<file path="src/rtl/pool_stream.sv">
// Purpose : streaming channel-parallel KxK non-overlapping pooling (max or floor-average) over a row-major frame.
// Latency : pooled pixel is presented one cycle after the input transfer that completes its window.
// Backpr. : non-completing beats are always accepted; a completing beat stalls only while the output register is full and not drained.
//
// Ports:
//   clk, rst           rising-edge clock, synchronous active-high reset
//   mode               0 = max, 1 = average; captured on the first beat of each frame
//   in_valid/in_ready  input handshake; in_data packs CH signed samples, ch c at [c*DATA_W +: DATA_W]
//   out_valid/out_ready output handshake; out_data uses the same packing
//   out_last           marks the pooled pixel of the window holding the frame's last input pixel

module pool_stream #(
    parameter int DATA_W = 8,
    parameter int CH     = 4,
    parameter int POOL_K = 2,
    parameter int IMG_W  = 8,
    parameter int IMG_H  = 8
) (
    input  logic                   clk,
    input  logic                   rst,
    input  logic                   mode,
    input  logic                   in_valid,
    output logic                   in_ready,
    input  logic [CH*DATA_W-1:0]   in_data,
    output logic                   out_valid,
    input  logic                   out_ready,
    output logic [CH*DATA_W-1:0]   out_data,
    output logic                   out_last
);

    // POOL_K is a power of two, so window position and window index come
    // straight from the low / high bits of the pixel counters.
    localparam int LOG_K = $clog2(POOL_K);
    localparam int SHIFT = 2 * LOG_K;              // divide by K*K
    localparam int ACC_W = DATA_W + SHIFT;         // holds a K*K sum without overflow
    localparam int NWIN  = IMG_W / POOL_K;         // windows across one row band
    localparam int IW    = (NWIN > 1) ? $clog2(NWIN) : 1;
    localparam int CW    = $clog2(IMG_W);
    localparam int RW    = $clog2(IMG_H);

    if ((IMG_W % POOL_K) != 0 || (IMG_H % POOL_K) != 0 ||
        POOL_K < 2 || (POOL_K & (POOL_K - 1)) != 0) begin : g_param_check
        $error("pool_stream: POOL_K must be a power of two >= 2 dividing IMG_W and IMG_H");
    end

    // ------------------------------------------------------------------
    // Position tracking
    // ------------------------------------------------------------------
    logic [CW-1:0] col;
    logic [RW-1:0] row;
    logic          mode_q;

    logic          in_fire;
    logic          out_fire;
    logic          frame_start;
    logic          frame_done;
    logic          win_first;
    logic          win_done;
    logic          mode_eff;
    logic [IW-1:0] win_idx;

    assign frame_start = (row == '0) && (col == '0);
    assign frame_done  = (row == RW'(IMG_H - 1)) && (col == CW'(IMG_W - 1));
    assign win_first   = (row[LOG_K-1:0] == '0) && (col[LOG_K-1:0] == '0);
    assign win_done    = (row[LOG_K-1:0] == {LOG_K{1'b1}}) &&
                         (col[LOG_K-1:0] == {LOG_K{1'b1}});
    assign win_idx     = IW'(col >> LOG_K);

    // The beat that starts a frame carries the mode for the whole frame, so
    // it must take effect on that same beat rather than after the latch.
    assign mode_eff    = frame_start ? mode : mode_q;

    // Only a completing beat needs the output register; everything else
    // just updates the accumulator bank. A draining output frees the
    // register in the same cycle, so reload happens without a bubble.
    assign in_ready    = !(win_done && out_valid && !out_ready);
    assign in_fire     = in_valid && in_ready;
    assign out_fire    = out_valid && out_ready;

    // ------------------------------------------------------------------
    // Accumulator bank: one entry per window column, CH lanes each
    // ------------------------------------------------------------------
    logic signed [ACC_W-1:0] acc     [2**IW][CH];
    logic signed [ACC_W-1:0] sample  [CH];
    logic signed [ACC_W-1:0] acc_nxt [CH];
    logic signed [ACC_W-1:0] avg     [CH];
    logic [CH*DATA_W-1:0]    pooled;

    always_comb begin
        pooled = '0;
        for (int c = 0; c < CH; c++) begin
            sample[c]  = '0;
            acc_nxt[c] = '0;
            avg[c]     = '0;
        end
        for (int c = 0; c < CH; c++) begin
            sample[c] = {{SHIFT{in_data[c*DATA_W + DATA_W - 1]}},
                         in_data[c*DATA_W +: DATA_W]};
            if (win_first) begin
                acc_nxt[c] = sample[c];
            end else if (!mode_eff) begin
                acc_nxt[c] = (sample[c] > acc[win_idx][c]) ? sample[c] : acc[win_idx][c];
            end else begin
                acc_nxt[c] = acc[win_idx][c] + sample[c];
            end
            // Arithmetic shift floors toward minus infinity, which is the
            // rounding the average output is defined with.
            avg[c] = acc_nxt[c] >>> SHIFT;
            // A max result always fits back into DATA_W; so does the
            // shifted sum, since it lies between the window min and max.
            pooled[c*DATA_W +: DATA_W] = mode_eff ? avg[c][DATA_W-1:0]
                                                  : acc_nxt[c][DATA_W-1:0];
        end
    end

    // Accumulator contents after reset are irrelevant: every window's first
    // pixel overwrites its entry before anything reads it.
    always_ff @(posedge clk) begin
        if (in_fire) begin
            for (int c = 0; c < CH; c++) begin
                acc[win_idx][c] <= acc_nxt[c];
            end
        end
    end

    // ------------------------------------------------------------------
    // Counters, mode latch and output register
    // ------------------------------------------------------------------
    always_ff @(posedge clk) begin
        if (rst) begin
            col       <= '0;
            row       <= '0;
            mode_q    <= 1'b0;
            out_valid <= 1'b0;
            out_data  <= '0;
            out_last  <= 1'b0;
        end else begin
            if (in_fire) begin
                if (frame_start) begin
                    mode_q <= mode;
                end
                if (col == CW'(IMG_W - 1)) begin
                    col <= '0;
                    row <= (row == RW'(IMG_H - 1)) ? '0 : row + 1'b1;
                end else begin
                    col <= col + 1'b1;
                end
            end

            if (in_fire && win_done) begin
                out_valid <= 1'b1;
                out_data  <= pooled;
                out_last  <= frame_done;
            end else if (out_fire) begin
                out_valid <= 1'b0;
                out_last  <= 1'b0;
            end
        end
    end

endmodule
</file>
<file path="config.mk">
export PLATFORM = sky130hd
export DESIGN_NAME = pool_stream
export DESIGN_NICKNAME = d
export VERILOG_FILES = /design/src/rtl/pool_stream.sv
export SDC_FILE = /design/constraint.sdc
export NUM_CORES = 1
export LEC_CHECK = 0
export ABC_AREA = 1
export CAP_MARGIN = 20
export CORE_MARGIN = 2
export CORE_UTILIZATION = 25
export CTS_CLUSTER_SIZE = 16
export DETAILED_ROUTE_END_ITERATION = 10
export PLACE_DENSITY = 0.38
export SYNTH_ARGS = -nofsm -noshare
export SYNTH_HDL_FRONTEND = slang
export SYNTH_SLANG_ARGS = --single-unit
</file>
<file path="constraint.sdc">
create_clock -name clk -period 4.7 [get_ports clk]
set_input_delay 0.94 -clock clk [delete_from_list [all_inputs] [get_ports clk]]
set_output_delay 0.94 -clock clk [all_outputs]
set_load 0.05 [all_outputs]
</file>
Yosys cells after proc, flatten, opt, wreduce, memory -nomap -nowiden --
Memory sizes are Yosys's and may differ from the RTL's. A register that Yosys moved wholly into a read port is not among the register bits. Index checks and enable logic that the tools add are counted.
Word-level totals: memories kept 1, word-level logic and storage cells 62, bits in registers 41, input bits 37, output and inout bits 35, RAM bits 160
Cells by class: add/subtract/negate cells 6, $lt $le $gt $ge 4, reduce and logical (&&, ||, !) cells 15, bitwise logic cells 2, mux-type cells 26, eq/ne operators 2
Memories:
- acc | depth 4, width 40, read ports 1, clocked after Yosys merged registers in 1, write ports 1, RTL line 83 | logic signed [ACC_W-1:0] acc [2**IW][CH];
Operators by type and width (number):
- $mux 10 | 12
- $add 10x8->10 | 4
- $gt 8x10->1 | 4
- $mux 8 | 4
- $logic_and 1x1->1 | 9
- $add 3x1->3 const B | 2
- $eq 3x3->1 const B | 2
- $logic_not 3->1 | 2
- $mux 1 | 6
- $mux 3 | 2
- $mux 2 | 2
- $logic_not 1->1 | 2
- $not 1->1 | 2
- $reduce_and 2->1 | 1
- $reduce_bool 2->1 | 1

Logic depth before layout (Yosys ltp) --
Gate-level depths: netlist of the first run.
word-level depth 7, depth in mapped cells 24, depth with buffers taken out 22

Least setup slack after synthesis of the first run --
OpenSTA, ideal clock, no wires.
path kind in2reg, from in out_ready, to mem acc[2][0] (netlist name), enable pin, data required time 4.213 ns, path buffers 0, data arrival time 4.305 ns, setup slack -0.093 ns, setup time 0.487 ns, cell stages on the path 4, cells stage by stage nor2_1 > nand2_1 > nand2_2 > nor3_1
Between the ends: word-level cells in the longest chain between the ends 6
Ends and longest elaborated chain:
- start, declared | RTL line 26 | input logic out_ready,
- $logic_not 1->1 | RTL line 76 | assign in_ready = !(win_done && out_valid && !out_ready);
- $logic_and 1x1->1 | RTL line 76
- $logic_not 1->1 | RTL line 76
- net in_ready | RTL line 23 | output logic in_ready,
- $logic_and 1x1->1 | RTL line 77 | assign in_fire = in_valid && in_ready;
- $mux 1 | RTL line 119 | if (in_fire) begin
- $mux 1 (not written as such) | RTL line 121 | acc[win_idx][c] <= acc_nxt[c];
- end, declared | RTL line 83
The timed path passes the listed nets, and every way through them passes these cells.

==> results of run 1 <==
## layout by cell type (no fill, tap or decap), types with 5 or more instances in the layout
master | Yosys | final
a21o_1 | 5 | 5
a21oi_1 | 111 | 111
a31oi_1 | 8 | 8
a32oi_1 | 36 | 36
and2_1 | 5 | 5
buf_4 | 10 | 19
clkbuf_1 | 17 | 8
clkbuf_16 | 0 | 25
clkdlybuf4s50_1 | 0 | 70
dfxtp_1 | 43 | 42
edfxtp_1 | 160 | 160
ha_1 | 82 | 82
inv_1 | 174 | 174
nand2_1 | 439 | 438
nand2_2 | 10 | 11
nand3_1 | 158 | 158
nand3_2 | 12 | 12
nand4_1 | 13 | 13
nor2_1 | 39 | 38
nor2_2 | 5 | 5
nor3_1 | 9 | 5
nor3_2 | 1 | 5
o211ai_1 | 5 | 5
o21ai_0 | 39 | 38
o21bai_1 | 9 | 9
or2_2 | 7 | 7
xor2_1 | 15 | 15
## per-stage QoR
stage | std cells | setup slack, ns | setup TNS [ns] | hold slack (ns)
6_report | 2225 | 0.817 | 0 | 0.464
5_1_grt | 2225 | 0.351 | 0 | 0.487
4_1_cts | 2225 | 0.786 | 0 | 0.469
3_5_place_dp | 2180 | 0.802 | 0 | 0.461
3_3_place_gp | 2180 | 0.783 | 0 | 0.454
2_1_floorplan | 1481 | -0.0927 | -14.82 | 0.451
## state kept, by name (all words and copies together), names as in the netlist, named ones only
register / flops
out_data: 32
acc: 160
out_last: 1
mode_q: 1
out_valid: 1
col: 3
row: 3
## power by group
part           switching (mW)  internal [mW]  total [mW]
clock network           0.743           1.10        1.85
registers              0.0218           2.08        2.10
logic                    1.17          0.538        1.71
## layer usage
layer	GRT usage	part of all wire	up-vias
li1	-	-	5131
met1	0.213	0.50	4781
met2	0.238	0.45	188
met3	0.0184	0.043	36
met4	0.0323	0.013	0
met5	0	0	-
## cell type report
cell class              count  share of cell area
repair buffers             93              0.0619
clock buffers              34              0.0456
well taps                 664              0.0566
flip-flops and latches    203               0.386
multi-input cells        1041               0.396
clock inverters            11             0.00759
inverters                 179              0.0459
## kinds of logic (layout without fill, tap and decap cells)
kind of cell / Yosys count / in the layout / synth area share
AO/OA/AOI/OAI: 228 / 228 / 0.110
XOR/XNOR: 15 / 15 / 0.0106
adder cells (fa/ha/maj): 86 / 86 / 0.0891
buffers and inverters: 237 / 317 / 0.0785
flip-flops: 203 / 203 / 0.456
AND/OR/NAND/NOR: 712 / 712 / 0.255
## how the worst max path moves through the flow
stage	to	slack, ns	startpoint
after detailed placement	out_data[6]$_SDFFE_PP0P_	0.80	register
after CTS	out_data[6]$_SDFFE_PP0P_	0.79	register
final	out_data[6]$_SDFFE_PP0P_	0.82	register
after floorplan	acc[2][0]$_DFFE_PP_	-0.09	out_ready
after global routing	out_data[1]$_SDFFE_PP0P_	0.35	register
after global placement	out_data[6]$_SDFFE_PP0P_	0.78	register
## worst max-delay path: cells and delay by family (launching register included)
| kind | cells | cell delay (ns) |
|---|---|---|
| AOI/OAI and AO/OA | 4 | 0.62 |
| adders and majority gates | 1 | 0.37 |
| buffers and inverters | 3 | 1.04 |
| DFF | 1 | 0.34 |
| and+or+nand+nor | 9 | 1.32 |
==> flow_metrics.tcl, run 1 <==
set metrics [dict create \
    slew_headroom 0.378 \
    antenna_cells 0 \
    min_to "out_data[25]$_SDFFE_PP0P_" \
    drive_above_1_share 0.0775 \
    routabilityCongestion 0.819 \
    reg2reg_depth 17 \
    r2r_end "out_data[6]$_SDFFE_PP0P_" \
    hp-start "out_data[25]$_SDFFE_PP0P_" \
    drt_pass1_iterations 5 \
    slew_violations 0 \
    hold_buffers 0 \
    ys.flop_type "edfxtp_1" \
    drc_errors 0 \
    reg2reg_slack_ns 0.82 \
    critPathMaxStageDelay_ns 0.59 \
    synth_seq_area_share 0.456 \
    start_util 0.254 \
    yosysMostFrequentCell "nand2_1" \
    synth_area_leaders "edfxtp_1 (39%), nand2_1 (13%), ha_1 (8.3%)" \
    avgSynthCellArea_um2 8.38 \
    fmax_ghz 0.258 \
    critPathCaptureType "register" \
    syn_inst 1481 \
    cts_tree "yes" \
    cts_setup_buffers 0 \
    synthToLayoutAreaGrowth_pct 18.2 \
    viasPerCell 4.56 \
    ys_warn_count 0 \
    yosysTopAreaCell "edfxtp_1" \
    ctsResizeCount 0 \
    synthArstFlopShare 0 \
    cts_buffers 25 \
    grt_pass1_wl_um 58700 \
    grt_usage 0.149 \
    grt_start_max_net_pins 92 \
    power_mw 5.66 \
    ir_drop_uv 200 \
    antenna_found_initial 0 \
    clock_sinks 203 \
    finalCritPeriodShare 0.826 \
    drt-initial-drc-count 681 \
    hold_viol 0 \
    overflow 0 \
    tightest_slew_ns 0.934 \
    synth_top_area_share 0.387 \
    synth_cell_types 44 \
    drv_cap 0 \
    p_per_area_nw_per_um2 385 \
    root_buffer "clkbuf_16" \
    fp.dieW_um 227 \
    cts-htree-levels 1 \
    fin_util 0.300 \
    grt_pass1_vias 9916 \
    finalCriticalPeriod_ns 3.88 \
    slowest_stage "inv_2" \
    worstPathArrival_ns 4.24 \
    finClkSkew_ns 0.0156 \
    crit_path_start_kind "register" \
    core_area_um2 49000 \
    mappedNetlistNets 1604 \
    wl_per_cell_um 17.1 \
    die_y_um 227 \
    final_area_um2 14700 \
    n_fill_cell 5198 \
    crit_top_cell "nand2_1" \
    ff_latch_area_um2 5670 \
    synthTopCellsByCount "nand2_1 (439), inv_1 (174), edfxtp_1 (160), nand3_1 (158), a21oi_1 (111)" \
    hold_class "register to register" \
    setup_viol 0 \
    numPortBuffers 71 \
    clkLatencyLatePin_ns 0.52 \
    dpl_cell_area_um2 13900 \
    dieArea_um2 51500 \
    synth_edf_count 160 \
    dr_total_vias 10100 \
    whs_path_depth 2 \
    ys_ff_latch 203 \
    io_pins 72 \
    rsz0062_at_grt "no" \
    multi_input_area_um2 5820 \
    leakage_nw 6.21 \
    antenna_left 0 \
    dp_hpwl_um 26300 \
    cts_max_path_buffers 3 \
    worst-setup-path-type "register to register" \
    netlist_area_um2 12400 \
    fin_nets 1666 \
    status "complete, no violations" \
    crit_fanout 41 \
    critPathRequiredTime_ns 5.06 \
    cp_cell_sequence "inv_2, buf_4, a21oi_1, a32oi_1, inv_1, ha_1, nand2_1, nor2_4, nand4_2, nand3_2, nand2_1, nand3_1, nand2_1, nand2_1, a21oi_1, nand2_1, a21oi_1" \
    clkTransAtPathRegs_ns 0.06 \
    wl_um 37900 \
    rows 81 \
]
Power figures use the tool's default switching activity.
==> inputs of run 2 (changes only) <==
==> constraint.sdc (replaced) <==
create_clock -name clk -period 3.6 [get_ports clk]
set_input_delay 0.72 -clock clk [delete_from_list [all_inputs] [get_ports clk]]
set_output_delay 0.72 -clock clk [all_outputs]
set_load 0.05 [all_outputs]
==> run 2 against run 1 <==
Against the previous run:
- non-clock buffer count increased by 46
- die area unchanged
- largest power group unchanged
- highest routed layer unchanged
- routed wire length increased by 0.37%
==> flow_metrics.tcl, run 2 (synthesized netlist as in run 1, its figures left out) <==
set metrics [dict create \
    antenna_cells 0 \
    gr-usage-met2 0.242 \
    post-place-ws_ns 0.143 \
    largest_reg_flops 160 \
    antenna_found_initial 0 \
    clock_sinks 203 \
    core_area_um2 49000 \
    worstPathArrival_ns 3.68 \
    clkLatencyLatePin_ns 0.54 \
    numPortBuffers 71 \
    crit_path_start_kind "register" \
    viasPerCell 4.54 \
    dieArea_um2 51500 \
    slew_violations 0 \
    grt_pass1_wl_um 59300 \
    antenna_left 0 \
    drive_above_1_share 0.106 \
    p_per_area_nw_per_um2 497 \
    final_area_um2 15100 \
    worst-setup-path-type "register to register" \
    n_fill_cell 5177 \
    cts_max_path_buffers 3 \
    drt_pass1_iterations 5 \
    drc_errors 0 \
    grt_start_max_net_pins 47 \
    hp-start "out_data[0]$_SDFFE_PP0P_" \
    die_y_um 227 \
    leakage_nw 6.47 \
    finalCriticalPeriod_ns 3.28 \
    setup_viol 0 \
    grt_pass1_vias 10200 \
    fin_nets 1713 \
    dr_total_vias 10300 \
    ir_drop_uv 320 \
    status "complete, no violations" \
    root_buffer "clkbuf_16" \
    fmax_ghz 0.305 \
    wl_per_cell_um 16.8 \
    fin_setup_tns_ns 0 \
    drv_cap 0 \
    cts_tree "yes" \
    fin_util 0.309 \
    overflow 0 \
    hold_buffers 0 \
    tightest_slew_ns 0.562 \
    critPathCaptureType "register" \
    cts-htree-levels 1 \
    grt_usage 0.149 \
    reg2reg_depth 18 \
    whs_path_depth 2 \
    fin_ws_ns 0.316 \
    routabilityCongestion 0.830 \
    rows 81 \
    gr-usage-met1 0.209 \
    hold_viol 0 \
    critPathRequiredTime_ns 4.00 \
    layout_common_cells "nand2_1 (438), inv_1 (174), edfxtp_1 (160)" \
    io_pins 72 \
    clkTransAtPathRegs_ns 0.06 \
    met3_usage 0.0171 \
    crit_fanout 21 \
    hold_class "register to register" \
    grt-busiest-layer "met2" \
    slew_headroom 0.624 \
    drt-initial-drc-count 672 \
    regMostFlops "acc" \
    top_regs "acc: 160 flops, out_data: 32 flops" \
    fp.dieW_um 227 \
    finalCritPeriodShare 0.912 \
    layout_commonest_cell "nand2_1" \
    cts_buffers 26 \
    wl_um 38100 \
    start_util 0.254 \
    dp_hpwl_um 27700 \
    dpl_cell_area_um2 14300 \
    rsz0062_at_grt "no" \
    finClkSkew_ns 0.0107 \
    synthToLayoutAreaGrowth_pct 21.8 \
]
[run 2: cell count changes in the layout (fill, tap and decap cells not counted), moves of 2 or more]
| cell | previous run | this run |
|---|---|---|
| buf_4 | 19 | 59 |
| buf_12 | 3 | 8 |
| clkinv_1 | 3 | 6 |
| a32oi_1 | 36 | 34 |
| a32oi_2 | 0 | 2 |
| clkbuf_1 | 8 | 6 |
| clkbuf_16 | 25 | 27 |
| clkinv_2 | 4 | 6 |
[run 2: per-stage QoR]
step | instances | hold slack, ns | total power, mW
finish | 2273 | 0.464 | 7.51
global route | 2273 | 0.490 | 8.01
CTS | 2273 | 0.470 | 7.61
detailed placement | 2226 | 0.460 | 5.13
global placement | 2226 | 0.456 | 5.16
floorplan | 1481 | 0.451 | 4.38
[run 2: layout make-up]
cell class / instances / area, um^2 / share of cell area
clock inverters: 14 / 95.1 / 0.00629
well taps: 664 / 831 / 0.0550
inverters: 179 / 676 / 0.0447
repair buffers: 139 / 1320 / 0.0873
flip-flops and latches: 203 / 5670 / 0.375
multi-input cells: 1041 / 5830 / 0.386
clock buffers: 33 / 698 / 0.0462
[run 2: layer usage]
layer | part of all wire | up-vias
met3 | 0.035 | 46
met1 | 0.49 | 4872
li1 | - | 5219
met4 | 0.021 | 0
met5 | 0 | -
met2 | 0.45 | 184
[run 2: repair_timing]
item / in CTS / in global routing
buffers inserted: 0 / 0
resized for setup: 0 / 4
setup endpoints to repair: 0 / 26
[run 2: critical path: stages (launching register included)]
cell and delay, ns:
dfxtp_2 0.37, buf_4 0.29, nand2_1 0.08, a32oi_1 0.24, buf_4 0.18, inv_1 0.05, ha_1 0.32, nand2_2 0.12
inv_1 0.04, a21oi_1 0.28, nand4_1 0.15, nand2_2 0.24, nand3_1 0.10, nand3_1 0.09, nand2_1 0.06, o21ai_0 0.15
nand2_1 0.18, nand3_1 0.14, a21oi_1 0.07
[run 2: worst paths after layout]
| kind | endpoint | slack (ns) |
|---|---|---|
| worst max-delay path | out_data[16]$_SDFFE_PP0P_ | 0.32 |
| worst min-delay path | out_data[0]$_SDFFE_PP0P_ | 0.46 |
| worst max register to register | out_data[16]$_SDFFE_PP0P_ | 0.32 |
| worst min register to register | out_data[0]$_SDFFE_PP0P_ | 0.46 |
[run 2: where the power goes]
part	total [mW]	leakage, nW	internal (mW)	switching (mW)
logic	2.34	4.26	0.790	1.55
clock network	2.43	0.392	1.44	0.993
registers	2.75	1.82	2.72	0.0288
==> inputs of run 3 (changes only) <==
--- a/config.mk
+++ b/config.mk
@@ -8,10 +8,12 @@
 export ABC_AREA = 1
 export CAP_MARGIN = 20
 export CORE_MARGIN = 2
-export CORE_UTILIZATION = 25
+export CORE_UTILIZATION = 61
 export CTS_CLUSTER_SIZE = 16
 export DETAILED_ROUTE_END_ITERATION = 10
-export PLACE_DENSITY = 0.38
+export DONT_BUFFER_PORTS = 1
+export PLACE_DENSITY = 0.75
+export SETUP_SLACK_MARGIN = 0.15
 export SYNTH_ARGS = -nofsm -noshare
 export SYNTH_HDL_FRONTEND = slang
 export SYNTH_SLANG_ARGS = --single-unit
==> run 3 against run 2 <==
Against the previous run:
- sequential share of layout area rose by 4.1 points
- sequential power barely moved
- worst setup slack improved by 0.063 ns
- total power fell by 4.2%
- largest power group unchanged
==> flow_metrics.tcl, run 3 (synthesized netlist as in run 1, its figures left out) <==
set metrics [dict create \
    status "complete, no violations" \
    grt_usage 0.292 \
    fp.dieW_um 147 \
    grt_start_max_net_pins 92 \
    drc_errors 0 \
    start_util 0.618 \
    worst-setup-path-type "register to register" \
    core_area_um2 20100 \
    intPower_mw 4.78 \
    overflow 0 \
    clkLatencyLatePin_ns 0.51 \
    hold_ws_ns 0.268 \
    io_pins 72 \
    fin_setup_tns_ns 0 \
    clock_sinks 203 \
    hold_class "input pin to register" \
    numPortBuffers 0 \
    ir_drop_uv 380 \
    finalCritPeriodShare 0.895 \
    dr_total_vias 10400 \
    largest_reg_flops 160 \
    drive_above_1_share 0.0900 \
    clkTransAtPathRegs_ns 0.06 \
    wl_per_cell_um 18.2 \
    hold_buffers 0 \
    ctsResizeCount 0 \
    fmax_ghz 0.310 \
    tightest_slew_ns 0.686 \
    p_per_area_nw_per_um2 527 \
    power_mw 7.19 \
    regMostFlops "acc" \
    slew_headroom 0.543 \
    dieArea_um2 21500 \
    hold_viol 0 \
    critPathRequiredTime_ns 4.05 \
    setup_viol 0 \
    drt_pass1_iterations 5 \
    layout_common_cells "nand2_1 (439), inv_1 (174), edfxtp_1 (160)" \
    root_buffer "clkbuf_16" \
    cts_setup_buffers 0 \
    critPathCaptureType "register" \
    multi_input_area_um2 5940 \
    crit_fanout 40 \
    power_frac_clock 0.320 \
    n_fill_cell 1637 \
    die_y_um 147 \
    top_regs "acc: 160 flops, out_data: 32 flops" \
    finClkSkew_ns 0.0198 \
    ff_latch_area_um2 5670 \
    wl_um 31900 \
    comb_power_share 0.298 \
    finalCriticalPeriod_ns 3.22 \
    crit_path_start_kind "register" \
    dp_hpwl_um 21200 \
    antenna_cells 0 \
    cts_max_path_buffers 3 \
    slew_violations 0 \
    routabilityCongestion 0.927 \
    drv_cap 0 \
    worstPathArrival_ns 3.67 \
    drt-initial-drc-count 884 \
    seqPwrFrac 0.382 \
    antenna_found_initial 0 \
    synthToLayoutAreaGrowth_pct 9.88 \
    p_switching_mw 2.41 \
    grt_pass1_wl_um 50800 \
    antenna_left 0 \
    viasPerCell 5.93 \
    rows 52 \
    cts-htree-levels 1 \
    cts_buffers 23 \
    fin_nets 1596 \
    switching_share 0.336 \
    grt_pass1_vias 10200 \
    cts_tree "yes" \
    leakage_nw 6.00 \
    layout_commonest_cell "nand2_1" \
]
## run 3: final timing paths
kind	from	to	slack (ns)	cells past startpoint
max reg2reg	register	out_data[22]$_SDFFE_PP0P_	0.38	18
max	register	out_data[22]$_SDFFE_PP0P_	0.38	18
min reg2reg	row[1]$_SDFFE_PP0P_	row[1]$_SDFFE_PP0P_	0.48	2
min	rst	out_data[11]$_SDFFE_PP0P_	0.27	1
## run 3: metrics by stage
stage	cells	area, um^2	util	setup WS, ns
after floorplan	1481	12400	-	-0.973
after global placement	1717	12700	0.633	0.234
after detailed placement	1717	12700	0.633	0.210
after CTS	1758	13500	0.670	0.180
after global routing	1759	13600	0.679	-0.0407
final	1759	13600	0.679	0.379
## run 3: power by group through the flow
stage / registers [mW] / clock network, mW / logic (mW)
floorplan: 2.79 / 0 / 1.59
global placement: 2.79 / 0 / 2.01
detailed placement: 2.80 / 0 / 2.05
CTS: 2.75 / 2.33 / 2.06
global route: 2.76 / 2.42 / 2.41
finish: 2.75 / 2.30 / 2.14
## run 3: routing by layer
metal  global-route usage  share of wire  up-vias
met2                0.513           0.50      424
met5                    0              0        -
met1                0.371           0.40     4944
met3               0.0466          0.077       79
li1                     -              -     4990
met4               0.0903          0.025        0
## run 3: final cells by class
class	count	area share
multi-input cells	1041	0.435
clock buffers	31	0.0459
well taps	270	0.0248
flip-flops and latches	203	0.416
repair buffers	25	0.0205
inverters	179	0.0498
clock inverters	10	0.00835
## run 3: worst max-delay path: stages (launching register included)
cell and delay, ns:
dfxtp_4 0.43, clkbuf_16 0.27, nand2_1 0.08, a32oi_1 0.33, ha_1 0.28, inv_1 0.07
fa_1 0.41, nand3b_1 0.18, nand2_1 0.14, a21oi_1 0.10, xor2_1 0.14, nand2_1 0.07
nand2_1 0.08, inv_1 0.04, nand2_1 0.05, nand2_1 0.12, a21oi_1 0.16, nand2_1 0.08
a21oi_1 0.11
